## src/rtl/mac_package.sv

```systemverilog
// Shared types for the multiply-accumulate engine:
// control/flag bundles, FSM states and the job-length bound.
package mac_package;

    localparam int MAC_CNT_LEN = 1024;
    localparam int CNT_W       = $clog2(MAC_CNT_LEN) + 1;

    typedef struct packed {
        logic             start;
        logic             simple_mul;
        logic [CNT_W-1:0] len;
        logic [5:0]       shift;
    } ctrl_engine_t;

    typedef struct packed {
        logic             busy;
        logic             done;
        logic [CNT_W-1:0] cnt;
    } flags_engine_t;

    typedef enum logic [1:0] {
        IDLE,
        ACC,
        WAIT_C,
        OUT
    } mac_state_e;

endpackage

```

## src/rtl/mac_engine.sv

```systemverilog
// Streaming signed multiply-accumulate engine: consumes a/b pairs,
// optionally adds a c bias, and emits shifted results on d.
module mac_engine
    import mac_package::*;
#(
    parameter int DATA_WIDTH = 32
) (
    input  logic                    clk_i,
    input  logic                    rst_i,
    input  logic                    enable_i,
    input  logic                    clear_i,
    input  logic                    a_valid_i,
    output logic                    a_ready_o,
    input  logic [DATA_WIDTH-1:0]   a_data_i,
    input  logic                    b_valid_i,
    output logic                    b_ready_o,
    input  logic [DATA_WIDTH-1:0]   b_data_i,
    input  logic                    c_valid_i,
    output logic                    c_ready_o,
    input  logic [DATA_WIDTH-1:0]   c_data_i,
    output logic                    d_valid_o,
    input  logic                    d_ready_i,
    output logic [DATA_WIDTH-1:0]   d_data_o,
    output logic [DATA_WIDTH/8-1:0] d_strb_o,
    input  ctrl_engine_t            ctrl_i,
    output flags_engine_t           flags_o
);

    localparam int DW2 = 2 * DATA_WIDTH;
    localparam logic [CNT_W-1:0] CNT_ONE = CNT_W'(1);

    mac_state_e              state_q;
    logic signed [DW2-1:0]   acc_q;
    logic [CNT_W-1:0]        cnt_q;
    logic [DATA_WIDTH-1:0]   d_data_q;
    logic                    done_q;
    logic                    mul_q;
    logic [CNT_W-1:0]        len_q;
    logic [5:0]              shift_q;

    logic signed [DW2-1:0]   a_ext;
    logic signed [DW2-1:0]   b_ext;
    logic signed [DW2-1:0]   c_ext;
    logic signed [DW2-1:0]   prod;
    logic signed [DW2-1:0]   prod_sh;
    logic signed [DW2-1:0]   acc_sh;
    logic signed [DW2-1:0]   bias_sum;
    logic                    pair_hs;
    logic                    last_cnt;

    always_comb begin
        a_ext    = {{DATA_WIDTH{a_data_i[DATA_WIDTH-1]}}, a_data_i};
        b_ext    = {{DATA_WIDTH{b_data_i[DATA_WIDTH-1]}}, b_data_i};
        c_ext    = {{DATA_WIDTH{c_data_i[DATA_WIDTH-1]}}, c_data_i};
        prod     = a_ext * b_ext;
        prod_sh  = prod >>> shift_q;
        acc_sh   = acc_q >>> shift_q;
        bias_sum = acc_sh + c_ext;
    end

    // a and b are only ever taken together, and only while enabled
    assign pair_hs   = enable_i && (state_q == ACC) && a_valid_i && b_valid_i;
    assign a_ready_o = pair_hs;
    assign b_ready_o = pair_hs;
    assign c_ready_o = enable_i && (state_q == WAIT_C);
    assign d_valid_o = (state_q == OUT);
    assign d_data_o  = d_data_q;
    assign d_strb_o  = '1;
    assign last_cnt  = (cnt_q == len_q);

    always_comb begin
        flags_o      = '0;
        flags_o.busy = (state_q != IDLE);
        flags_o.done = done_q;
        flags_o.cnt  = cnt_q;
    end

    always_ff @(posedge clk_i) begin
        if (rst_i || clear_i) begin
            state_q  <= IDLE;
            acc_q    <= '0;
            cnt_q    <= '0;
            d_data_q <= '0;
            done_q   <= 1'b0;
            mul_q    <= 1'b0;
            len_q    <= '0;
            shift_q  <= '0;
        end else begin
            done_q <= 1'b0;
            if (enable_i) begin
                unique case (state_q)
                    IDLE: begin
                        if (ctrl_i.start) begin
                            state_q <= ACC;
                            acc_q   <= '0;
                            cnt_q   <= '0;
                            mul_q   <= ctrl_i.simple_mul;
                            len_q   <= ctrl_i.len;
                            shift_q <= ctrl_i.shift;
                        end
                    end
                    ACC: begin
                        if (pair_hs) begin
                            if (mul_q) begin
                                d_data_q <= prod_sh[DATA_WIDTH-1:0];
                                state_q  <= OUT;
                            end else begin
                                acc_q <= acc_q + prod;
                                cnt_q <= cnt_q + CNT_ONE;
                                if (last_cnt) state_q <= WAIT_C;
                            end
                        end
                    end
                    WAIT_C: begin
                        if (c_valid_i) begin
                            d_data_q <= bias_sum[DATA_WIDTH-1:0];
                            state_q  <= OUT;
                        end
                    end
                    OUT: begin
                        if (d_ready_i) begin
                            if (mul_q && !last_cnt) begin
                                cnt_q   <= cnt_q + CNT_ONE;
                                state_q <= ACC;
                            end else begin
                                state_q <= IDLE;
                                done_q  <= 1'b1;
                            end
                        end
                    end
                endcase
            end
        end
    end

endmodule

```

## config.mk

```make
export PLATFORM = sky130hd
export DESIGN_NAME = mac_engine
export DESIGN_NICKNAME = d
export VERILOG_FILES = /design/src/rtl/mac_package.sv /design/src/rtl/mac_engine.sv
export SDC_FILE = /design/constraint.sdc
export NUM_CORES = 2
export LEC_CHECK = 0
export CORE_MARGIN = 2
export CORE_UTILIZATION = 65
export CTS_BUF_LIST = sky130_fd_sc_hd__clkbuf_8
export DETAILED_ROUTE_END_ITERATION = 16
export PLACE_DENSITY = 0.84
export SLEW_MARGIN = 20
export SYNTH_ARGS = -nofsm -noshare
export SYNTH_HDL_FRONTEND = slang
export SYNTH_SLANG_ARGS = --single-unit
```

## constraint.sdc

```tcl
create_clock -name clk_i -period 37 [get_ports clk_i]
set_clock_uncertainty 0.1 [all_clocks]
set_input_delay 9.25 -clock clk_i [delete_from_list [all_inputs] [get_ports clk_i]]
set_output_delay 9.25 -clock clk_i [all_outputs]
set_load 0.01 [all_outputs]
```

==> impl_results.md <==
* Outcome: finished, final reports clean
* Bufs on Longest Clock Path at 2
* Register area at roughly 0.0026 sq mm
* DIE WIDTH at just under 300 um
* Crit Path Category: in2reg
* DRT Pass-1 Iters at 8
* Top cell type's share of synthesized area at approximately two fifths
* Area of all placed cells without fillers at ~0.06 sq mm
* Post-synth EDFFs at 0
* Area Growth Syn to Fin at 4.812%
* CP peak stage delay at 1.06 ns
* Post-Syn Area per Cell at 8.561 sq um
* DRC Markers at 0
* CTS H-tree lvls at 4
* I/O pin total at ~180
* Initial antenna violation count at 7
* FP Rows at 107
* Cts bufs inserted at 17
* Pins over their slew limit at 0
* Most common library cells after synthesis: fa_1, inv_1, nand2_1
* Cell taking the most area after synthesis: fa_1
* Largest net degree at the start of global routing at approximately 70
* RSZ-0062 raised after global routing: no
* Critical Path RT at between 30 and 40 ns
* Post_cts resized at 0
* Setup_tns at 0 ns
* WHS Path Cells at 2
* IO Port Bufs at 171
* Maximum Capacitance Violations at 0
* Hpwl dp at around 150,000 um
* Yosys reg bits at 128
* GRT Residual Overflow at 0
* Ys flop type: dfxtp_1
* Final Wtd Congestion at between 1 and 1.5
* Starting Density at roughly two thirds
* Final Hold Viols at 0
* Top-count cell post-synth: fa_1
* DP Area at roughly 0.06 sq mm
* Most common cell type on the critical path: fa_1
* Area of the multi-input gates at 0.04832 sq mm
* Worst EP arrival at 21.76 ns
* Fill cells at 6,678
* First-pass GRT wire length at between 200,000 and 300,000 um
* Async S/R FF share, synth at 0%
* Critical path capture point type: flop
* Worst-margin pin slew at between 1 and 1.5 ns
* Die area at roughly 0.089 sq mm
* Routed WL at roughly 180,000 um
* Reg2reg path depth at 19
* Clk slew on worst S/H paths at ~0.1 ns
* Synthesized area at 0.05630 sq mm
* Number of global-route vias before repair at 51.01k
* Via-to-Cell Ratio at 6.507
* Gr usage total at ~42%
* Syn Inst Count at between 6k and 7k
* Period minus WS final at between 20 and 25 ns
* Synth cell types at between 90 and 100
* DR WL/cell at 24.07 um
* Yosys warnings at 0
* Startpoint types: primary input
* Clock latency at the later pin of the worst-skew pair at about 0.51 ns
* Maximum fanout along the worst path at 32
* Hold WC Path Type: reg2reg
* Vias at 49.52k
* Slew margin rel. at between 10% and 20%
* Core area at ~0.086 sq mm
* Hold Buf Count CTS at 0
* Routed Antenna Nets at 0
* Fin nets at 7,943
* Synth area leaders: fa_1, inv_1, ha_1
* Setup-failing EPs final at 0
* Setup bufs post-CTS at 0
* Max Freq at 46.49 MHz
* Clock sink count at roughly 130
* Die Ht at roughly 300 um
* Register area share after synthesis at approximately 4.6%
* CTS tree: built
* Share of cells above drive strength 1 at between 5 and 6%
* Critical Path Slowest Stage Cell: fa_1
* Initial DRC count at just over 6k
* CTS Root Cell: clkbuf_8
* Final period util at between 50% and 60%
[stage by stage]
stage / utilization [%] / worst slack, ns / cells / hold slack (ns)
4_1_cts: 68.97 / 15.76 / 7610 / 0.3730
6_report: 68.97 / 15.49 / 7611 / 0.3712
3_3_place_gp: 68.49 / 15.39 / 7577 / 0.3546
3_5_place_dp: 68.51 / 15.30 / 7578 / 0.3597
2_1_floorplan: - / 17.96 / 6579 / 0.3478
5_1_grt: 68.97 / 14.70 / 7610 / 0.4013
[area by class of cell]
class | instances | share of cell area [%]
flip-flops and latches | 128 | 4.370
clock buffers | 18 | 0.4199
well taps | 1144 | 2.426
clock inverters | 14 | 0.2439
inverters | 1024 | 6.519
multi-input cells | 5014 | 81.89
diodes | 1 | 0.004241
repair buffers | 268 | 4.127
[state kept, by name (all words and copies together), names as in the netlist]
signal    flops
acc_q        64
cnt_q        11
d_data_o     32
done_q        1
len_q        11
mul_q         1
shift_q       6
state_q       2
[routing by layer]
metal	part of all wire [%]	wire length [um]	GRT usage, %
met5	0.045	82	0
met4	4.2	7615	14.93
met3	11	20920	9.757
met2	46	84260	66.13
met1	38	70300	57.38
[path summary, 6_finish.rpt]
kind               startpoint      endpoint  slack, ns
setup / recovery  b_data_i[5]     acc_q[60]      15.49
hold / removal       len_q[9]      len_q[9]       0.37
setup reg to reg   shift_q[1]  d_data_o[31]      29.49
hold reg to reg      len_q[9]      len_q[9]       0.37
[critical path, delay by kind of cell]
kind / cells / cell delay [ns]
fa+ha+maj: 10 / 5.73
compound gates: 14 / 4.13
buf+inv: 6 / 1.56
simple gates: 4 / 0.87
xor+xnor: 1 / 0.16
[cell families (layout without fill, tap and decap cells)]
| kind of cell | Yosys count | after routing | synth area share [%] |
|---|---|---|---|
| xor+xnor | 152 | 152 | 2.403 |
| fa+ha+maj | 1367 | 1367 | 44.84 |
| compound gates | 1137 | 1137 | 13.53 |
| flops | 128 | 128 | 4.552 |
| mux | 233 | 233 | 6.983 |
| simple gates | 2121 | 2121 | 18.00 |
| other cells | 1 | 5 | 0.006661 |
| buf+inv | 1437 | 1324 | 9.690 |
[layout by cell type (no fill, tap or decap), types with 25 or more instances in the layout]
| master | synthesis | routed |
|---|---|---|
| fa_1 | 1084 | 1084 |
| inv_1 | 1020 | 1017 |
| nand2_1 | 909 | 909 |
| and2_1 | 510 | 509 |
| nor2_1 | 311 | 311 |
| a21oi_1 | 292 | 291 |
| ha_1 | 283 | 283 |
| o21ai_0 | 183 | 183 |
| clkdlybuf4s50_1 | 0 | 170 |
| dfxtp_1 | 128 | 123 |
| mux4_2 | 121 | 121 |
| buf_4 | 7 | 97 |
| a21o_1 | 92 | 92 |
| xnor2_1 | 83 | 83 |
| mux2i_1 | 80 | 80 |
| nor3_1 | 69 | 69 |
| nand3_1 | 67 | 67 |
| a31oi_1 | 67 | 67 |
| xor2_1 | 67 | 67 |
| a211oi_1 | 63 | 63 |
| o211ai_1 | 52 | 52 |
| and3_1 | 48 | 48 |
| o21a_1 | 48 | 48 |
| nand4_1 | 44 | 44 |
| a22oi_1 | 42 | 42 |
| nand2b_1 | 38 | 38 |
| mux2_2 | 29 | 29 |
| or3_1 | 27 | 27 |
| nor2b_1 | 27 | 27 |
| o21bai_1 | 25 | 25 |
| o31ai_1 | 25 | 25 |
Power is not shown: default switching activity piles up to over one toggle a cycle in this logic, so the estimate is an artifact.
